[src/rtl/fetch_pkg.sv]
// rtl/fetch_pkg.sv - shared types and constants for the instruction fetch unit
package fetch_pkg;
    typedef enum logic [1:0] {
        ST_RUN    = 2'd0,
        ST_HALTED = 2'd1,
        ST_FAULT  = 2'd2
    } fetch_state_t;

    localparam logic [31:0] NOP_WORD = 32'h0000_0000;
    localparam logic [31:0] PC_STEP  = 32'd4;

    typedef struct packed {
        logic [31:0] instr;
        logic [31:0] pc;
    } fetch_entry_t;
endpackage

[src/rtl/instruction_fetch_unit_if.sv]
// rtl/instruction_fetch_unit_if.sv - imem, redirect/halt and decode-side signals of the fetch unit
interface instruction_fetch_unit_if;
    logic [31:0] imem_address;
    logic [31:0] imem_instruction;
    logic        redirect;
    logic [31:0] redirect_target;
    logic        halt;
    logic        out_valid;
    logic        out_ready;
    logic [31:0] out_instruction;
    logic [31:0] out_pc;
    logic [31:0] out_pc_plus4;
    logic        fault;

    modport master (
        output imem_address, out_valid, out_instruction, out_pc, out_pc_plus4, fault,
        input  imem_instruction, redirect, redirect_target, halt, out_ready
    );

    modport slave (
        input  imem_address, out_valid, out_instruction, out_pc, out_pc_plus4, fault,
        output imem_instruction, redirect, redirect_target, halt, out_ready
    );
endinterface

[src/rtl/fetch_queue.sv]
// rtl/fetch_queue.sv - synchronous FIFO of {instr,pc} entries with flush and registered head
module fetch_queue #(
    parameter int DEPTH = 2,
    parameter int WIDTH = 64
) (
    input  logic             clk,
    input  logic             reset,
    input  logic             push,
    input  logic             pop,
    input  logic             flush,
    input  logic [WIDTH-1:0] push_data,
    output logic [WIDTH-1:0] head_data,
    output logic             full,
    output logic             empty
);
    localparam int AW = $clog2(DEPTH);
    localparam logic [AW:0] PTR_ONE = 1;

    logic [WIDTH-1:0] mem [DEPTH];
    logic [AW:0]      wr_ptr;
    logic [AW:0]      rd_ptr;

    // Extra pointer MSB tells full from empty when the index bits match.
    assign empty     = (wr_ptr == rd_ptr);
    assign full      = (wr_ptr[AW] != rd_ptr[AW]) && (wr_ptr[AW-1:0] == rd_ptr[AW-1:0]);
    assign head_data = mem[rd_ptr[AW-1:0]];

    always_ff @(posedge clk) begin
        if (reset || flush) begin
            wr_ptr <= '0;
            rd_ptr <= '0;
        end else begin
            if (push)
                wr_ptr <= wr_ptr + PTR_ONE;
            if (pop)
                rd_ptr <= rd_ptr + PTR_ONE;
        end
    end

    always_ff @(posedge clk) begin
        if (push)
            mem[wr_ptr[AW-1:0]] <= push_data;
    end
endmodule

[src/rtl/instruction_fetch_unit.sv]
// rtl/instruction_fetch_unit.sv - PC/FSM owner that fetches from combinational imem into a fetch queue
module instruction_fetch_unit
    import fetch_pkg::*;
#(
    parameter logic [31:0] RESET_PC   = 32'h0000_0000,
    parameter int          QDEPTH     = 2,
    parameter int          IMEM_WORDS = 128
) (
    input  logic                     clk,
    input  logic                     reset,
    instruction_fetch_unit_if.master bus
);
    localparam logic [29:0] IMEM_LIMIT = 30'(IMEM_WORDS);

    fetch_state_t state;
    logic [31:0]  pc;
    fetch_entry_t push_entry;
    fetch_entry_t head_entry;
    logic         full;
    logic         empty;
    logic         in_range;
    logic         pop;
    logic         push;

    assign in_range   = (pc[31:2] < IMEM_LIMIT);
    assign pop        = !empty && bus.out_ready;
    // A full queue still accepts a push when its head leaves on the same edge.
    assign push       = (state == ST_RUN) && !bus.redirect && !bus.halt && in_range && (!full || pop);
    assign push_entry = '{instr: bus.imem_instruction, pc: pc};

    fetch_queue #(
        .DEPTH (QDEPTH),
        .WIDTH ($bits(fetch_entry_t))
    ) u_queue (
        .clk       (clk),
        .reset     (reset),
        .push      (push),
        .pop       (pop),
        .flush     (bus.redirect),
        .push_data (push_entry),
        .head_data (head_entry),
        .full      (full),
        .empty     (empty)
    );

    always_ff @(posedge clk) begin
        if (reset) begin
            state <= ST_RUN;
            pc    <= RESET_PC & ~32'h3;
        end else if (bus.redirect) begin
            state <= ST_RUN;
            pc    <= bus.redirect_target & ~32'h3;
        end else begin
            case (state)
                ST_RUN: begin
                    if (bus.halt)
                        state <= ST_HALTED;
                    else if (!in_range)
                        state <= ST_FAULT;
                    else if (push)
                        pc <= pc + PC_STEP;
                end
                default: ;
            endcase
        end
    end

    // Head fields read as zero while nothing valid is queued.
    assign bus.imem_address    = pc;
    assign bus.out_valid       = !empty;
    assign bus.out_instruction = empty ? NOP_WORD : head_entry.instr;
    assign bus.out_pc          = empty ? 32'h0 : head_entry.pc;
    assign bus.out_pc_plus4    = empty ? 32'h0 : head_entry.pc + PC_STEP;
    assign bus.fault           = (state == ST_FAULT);
endmodule

[src/flat_wrapper.sv]
// flat-port wrapper written by rule: the top's interface ports become plain ports
module instruction_fetch_unit_flat import fetch_pkg::*;
#(
    parameter logic [31:0] RESET_PC   = 32'h0000_0000,
    parameter int          QDEPTH     = 2,
    parameter int          IMEM_WORDS = 128
)
  (clk, reset, bus_imem_address, bus_out_valid, bus_out_instruction, bus_out_pc, bus_out_pc_plus4, bus_fault, bus_imem_instruction, bus_redirect, bus_redirect_target, bus_halt, bus_out_ready);
  instruction_fetch_unit_if bus_i ();
  input  logic clk;
  input  logic reset;
  output wire logic [$bits(bus_i.imem_address)-1:0] bus_imem_address;
  output wire logic [$bits(bus_i.out_valid)-1:0] bus_out_valid;
  output wire logic [$bits(bus_i.out_instruction)-1:0] bus_out_instruction;
  output wire logic [$bits(bus_i.out_pc)-1:0] bus_out_pc;
  output wire logic [$bits(bus_i.out_pc_plus4)-1:0] bus_out_pc_plus4;
  output wire logic [$bits(bus_i.fault)-1:0] bus_fault;
  input wire logic [$bits(bus_i.imem_instruction)-1:0] bus_imem_instruction;
  input wire logic [$bits(bus_i.redirect)-1:0] bus_redirect;
  input wire logic [$bits(bus_i.redirect_target)-1:0] bus_redirect_target;
  input wire logic [$bits(bus_i.halt)-1:0] bus_halt;
  input wire logic [$bits(bus_i.out_ready)-1:0] bus_out_ready;
  assign bus_imem_address = bus_i.imem_address;
  assign bus_out_valid = bus_i.out_valid;
  assign bus_out_instruction = bus_i.out_instruction;
  assign bus_out_pc = bus_i.out_pc;
  assign bus_out_pc_plus4 = bus_i.out_pc_plus4;
  assign bus_fault = bus_i.fault;
  assign bus_i.imem_instruction = bus_imem_instruction;
  assign bus_i.redirect = bus_redirect;
  assign bus_i.redirect_target = bus_redirect_target;
  assign bus_i.halt = bus_halt;
  assign bus_i.out_ready = bus_out_ready;
  instruction_fetch_unit #(.RESET_PC(RESET_PC), .QDEPTH(QDEPTH), .IMEM_WORDS(IMEM_WORDS)) u_core (.clk(clk), .reset(reset), .bus(bus_i));
endmodule
[config.mk]
export PLATFORM = sky130hd
export DESIGN_NAME = instruction_fetch_unit_flat
export DESIGN_NICKNAME = d
export VERILOG_FILES = /design/src/rtl/fetch_pkg.sv /design/src/rtl/instruction_fetch_unit_if.sv /design/src/rtl/fetch_queue.sv /design/src/rtl/instruction_fetch_unit.sv /design/src/flat_wrapper.sv
export SDC_FILE = /design/constraint.sdc
export NUM_CORES = 1
export LEC_CHECK = 0
export CAP_MARGIN = 20
export CORE_ASPECT_RATIO = 1.1
export CORE_UTILIZATION = 50
export DETAILED_ROUTE_END_ITERATION = 12
export PLACE_DENSITY = 0.94
export REMOVE_ABC_BUFFERS = 1
export SLEW_MARGIN = 15
export SYNTH_ARGS = -nofsm -noshare
export SYNTH_HDL_FRONTEND = slang
export SYNTH_SLANG_ARGS = --single-unit
[constraint.sdc]
create_clock -name clk -period 5.5 [get_ports clk]
set_input_delay 0.55 -clock clk [delete_from_list [all_inputs] [get_ports clk]]
set_output_delay 0.55 -clock clk [all_outputs]
set_load 0.02 [all_outputs]
# == Word-level counts from Yosys, hierarchy flattened ==
# Memory sizes are Yosys's and may differ from the RTL's. A register that Yosys moved wholly into a read port is not among the register bits.
# Index checks and enable logic that the tools add are counted.
# totals
ramBits,128
reg_bits,38
input_bits,69
out_inout_bits,130
n_memories,1
# classes
n_bitwise,1
magnitude_cmp,1
n_addsub,4
reduce_logical,20
n_mux,14
eq_ne,6
# memory_table
name,words,word_bits,rd,rd_clocked_by_memory_dff,write_ports,line,source
u_core.u_queue.mem,2,64,1,1,1,fetch_queue.sv:19,logic [WIDTH-1:0] mem [DEPTH];
# ops
cell,count
$mux 32,8
$add 32x3->32 const B,2
$lt 30x8->1 const B,1
$reduce_and 4->1,2
$logic_and 1x1->1,6
$reduce_bool 2->1,3
$add 2x1->2 const B,2
$logic_not 1->1,4
$mux 1,4
$mux 2,2
$ne 2x2->1 const B,2
$eq 2x2->1,1
$eq 2x2->1 const B,1
$logic_not 2->1,1
$logic_or 1x1->1,2
$reduce_and 2->1,1
$reduce_or 2->1,1
$eq 1x1->1,1
$ne 1x1->1,1
$not 1->1,1

# == Longest topological paths before layout ==
# depth
depth_word,10
depth_mapped,11

# == Cells and area by module ==
# A second synthesis with hierarchy kept.
# unflattened
hier_cells,586
hier_area_um2,7845.0
# modules_own_cells
module,cells_per_inst,n_inst,area_each_um2,seq_area_each_um2
fetch_queue,222,1,5141.2,3943.8
instruction_fetch_unit,364,1,2703.8,640.6

# == Worst setup path after synthesis ==
# Ideal clock, no wire load.
# synth_timing
path_type,input to register
startpoint,input port bus_halt
endpoint,memory u_core.u_queue.mem[0][10] (enable)
t_arrival_ns,2.944
path_stages,4
setup_ns,0.427
required_time_ns,5.073
setup_slack_ns,2.129
path_cell_list,nor4_4 -> nand4_4 -> nor3_4 -> and3_1
# synth_via
elab_chain_cells,6
# synth_lines
item,line,source
start: declaration,flat_wrapper.sv:21,input wire logic [$bits(bus_i.halt)-1:0] bus_halt;
$logic_not 1->1,instruction_fetch_unit.sv:28,assign push = (state == ST_RUN) && !bus.redirect && !bus.halt && in_range && (!full || pop);
$logic_and 1x1->1 (3 in a row),instruction_fetch_unit.sv:28,
$mux 1,fetch_queue.sv:41,if (push)
$mux 1 (implied by the code),fetch_queue.sv:42,mem[wr_ptr[AW-1:0]] <= push_data;
end: declaration,fetch_queue.sv:19,
# No other way between the ends.

==> reports/metrics.cfg <==
[outcome]
status=finished clean

[detailed_routing]
post_drt_wl_per_cell_um=18.0
firstDrtPassIters=5
vias=5420
post_drt_via_cell_ratio=5.63
finalWirelength_um=17300
drtAntennaViolNets=0
drc_errors=0
drtIter0Drc=475

[synthesis]
synth_compound_area_share_pct=8.56
ys_seq_area_share_pct=61.4
post_synth_fa_ha_maj_area_fraction_pct=0.344
ys_ff_latch=161
synth-xor-area-share_pct=2.89
synthArstFlopShare_pct=0
synth_ff_type=edfxtp_1
ys_warn_count=0
synth-simple-area-share_pct=14.7
ys_types=55
synth_top_family_by_area=simple AND/OR/NAND/NOR gates
avgSynthCellArea_um2=12.6
syn_inst=578
synth_edf_count=124
muxShareOfSynthArea_pct=8.87
syn_area_um2=7270

[sta]
tightest_slew_ps=843
finalMaxSlewViolations=0
hold_slack_ps=528
fin_skew_ps=17.8
period_share_pct=86.2
finalWorstSetupSlack_ps=760
min_period_ps=4740
final.setup.tns_ps=0
fmax_mhz=211
rsz0062_at_grt=no
setup_violations=0
hold_violations=0
slew_headroom_pct=43.7

[setup_path]
crit_type=register to output pin
setup.worst_path.end_class=output pin
critPathRequiredTime_ps=4950
startpoint_type=register
arrival_ps=4190
worstPathMaxFanout=63

[layout]
final_cell_mix=clkdlybuf4s50_1 (190), edfxtp_1 (124), nor2_1 (91), mux2i_1 (61), dfxtp_1 (36)
nNetsFinal=833
multi_input_area_um2=2600
n_antenna_cell=0
mostFrequentLayoutCell=clkdlybuf4s50_1
area_delta_synth_final_pct=35.4
n_fill_cell=957
drive_gt1_share_pct=7.61
final-seq-area_um2=4470

[clock_network]
clock_sinks=161
cts_resized=0
postCtsSetupRepairBufs=0
ctsHoldBuffers=0
cts_tree=yes
clk_latency_ps=410
htree_levels=4
cts.reportedPaths.clkPinSlew_ps=60
cts_root_buf=clkbuf_16
cts_buffers=17
clock_path_buffers=2

[global_route]
grt_overflow=0
grt_pass1_wl_um=26500
grt_usage_pct=23.4
grt_pass1_vias=5225
antenna_found_initial=0
grt_max_degree=64

[hold_path]
hold_class=register to register

[pwr]
powerDensity_nw_per_um2=268
ir_drop_mv=0.230
leakagePower_uw=0.00316

[die]
core_um2=14000
fp.dieArea_um2=15000
rows=45
pin_count=199
die_x_um=117
die_h_um=128
initial_core_util_pct=51.8

[placed_design]
dp.final_hpwl_um=12000
gp_congestion=0.936
preCtsSetupSlack_ps=1280
portBuffers=190

[job]
cap_violations=0

-- critical path, stage by stage (launching register included) --
cell and delay, ps:
dfxtp_4 880, mux2_2 320, ha_1 230, nand4_1 190
a22oi_1 370, nand4_1 510, o31ai_1 510, o41ai_1 150
clkdlybuf4s50_1 590
-- through the flow --
step	instances	area [um^2]	util, %	power (uW)
finish	963	9830	70.1	2640
CTS	963	9830	70.1	2660
detailed placement	931	9270	66.1	1550
global route	963	9830	70.1	2710
global placement	931	9270	66.1	1540
floorplan	548	7090	-	1440
-- registers in the layout (all words and copies together), names as in the netlist, named ones only --
register	count
u_core.bus.imem_address	30
u_core.u_queue.wr_ptr	2
u_core.state	2
u_core.u_queue.rd_ptr	2
u_core.u_queue.mem	124
-- routing by layer --
metal | wire length (um) | GRT usage (%) | vias to the layer above
li1 | - | - | 2514
met1 | 6880 | 27.6 | 2587
met2 | 8780 | 39.7 | 265
met3 | 1110 | 5.93 | 54
met4 | 568 | 11.0 | 0
met5 | 0 | 0 | -
-- cell families (layout without fill, tap and decap cells) --
logic type	after synthesis	count (layout)
fa+ha+maj	2	2
simple gates	203	203
buf+inv	43	235
mux	64	64
other cells	1	6
xor+xnor	24	24
compound gates	80	80
flops	161	161
-- final cells by class --
cell class / instances / share of cell area [%]
Tap cell: 188 / 2.39
Timing Repair Buffer: 195 / 19.7
Clock inverter: 11 / 1.04
Clock buffer: 21 / 4.68
Inverter: 8 / 0.305
Sequential cell: 161 / 45.4
Multi-Input combinational cell: 379 / 26.4
-- worst paths after layout --
| kind | startpoint | endpoint | slack (ps) | depth (start not counted) |
|---|---|---|---|---|
| max | register | bus_out_pc_plus4[30] | 760 | 8 |
| min | u_core.state[1]$_SDFFE_PP0P_ | u_core.state[1]$_SDFFE_PP0P_ | 530 | 2 |
| max reg2reg | u_core.bus.imem_address[24]$_SDFFE_PP0P_ | u_core.u_queue.mem[1][52]$_DFFE_PP_ | 2400 | 5 |
| min reg2reg | u_core.state[1]$_SDFFE_PP0P_ | u_core.state[1]$_SDFFE_PP0P_ | 530 | 2 |
-- cells in the mapped netlist, drive strengths merged, types with 9 or more instances --
cell,number,area share (%)
o31ai,10,1.2
buf,28,2.3
nand3,13,0.90
nand4,11,1.2
xnor2,16,1.9
mux2i,61,8.4
a22o,21,2.5
nand2,32,1.7
edfxtp,124,51
a21oi,9,0.62
nor4,16,2.4
dfxtp,37,10
nor2,92,4.8
and2,10,0.86
o21ai,12,0.83
-- power breakdown --
group          total [uW]  switching, uW  internal (uW)
Sequential           1350           27.6           1320
Clock                1110            463            651
Combinational         169           76.5           92.0
No activity file was read; power rests on OpenSTA's default activity.
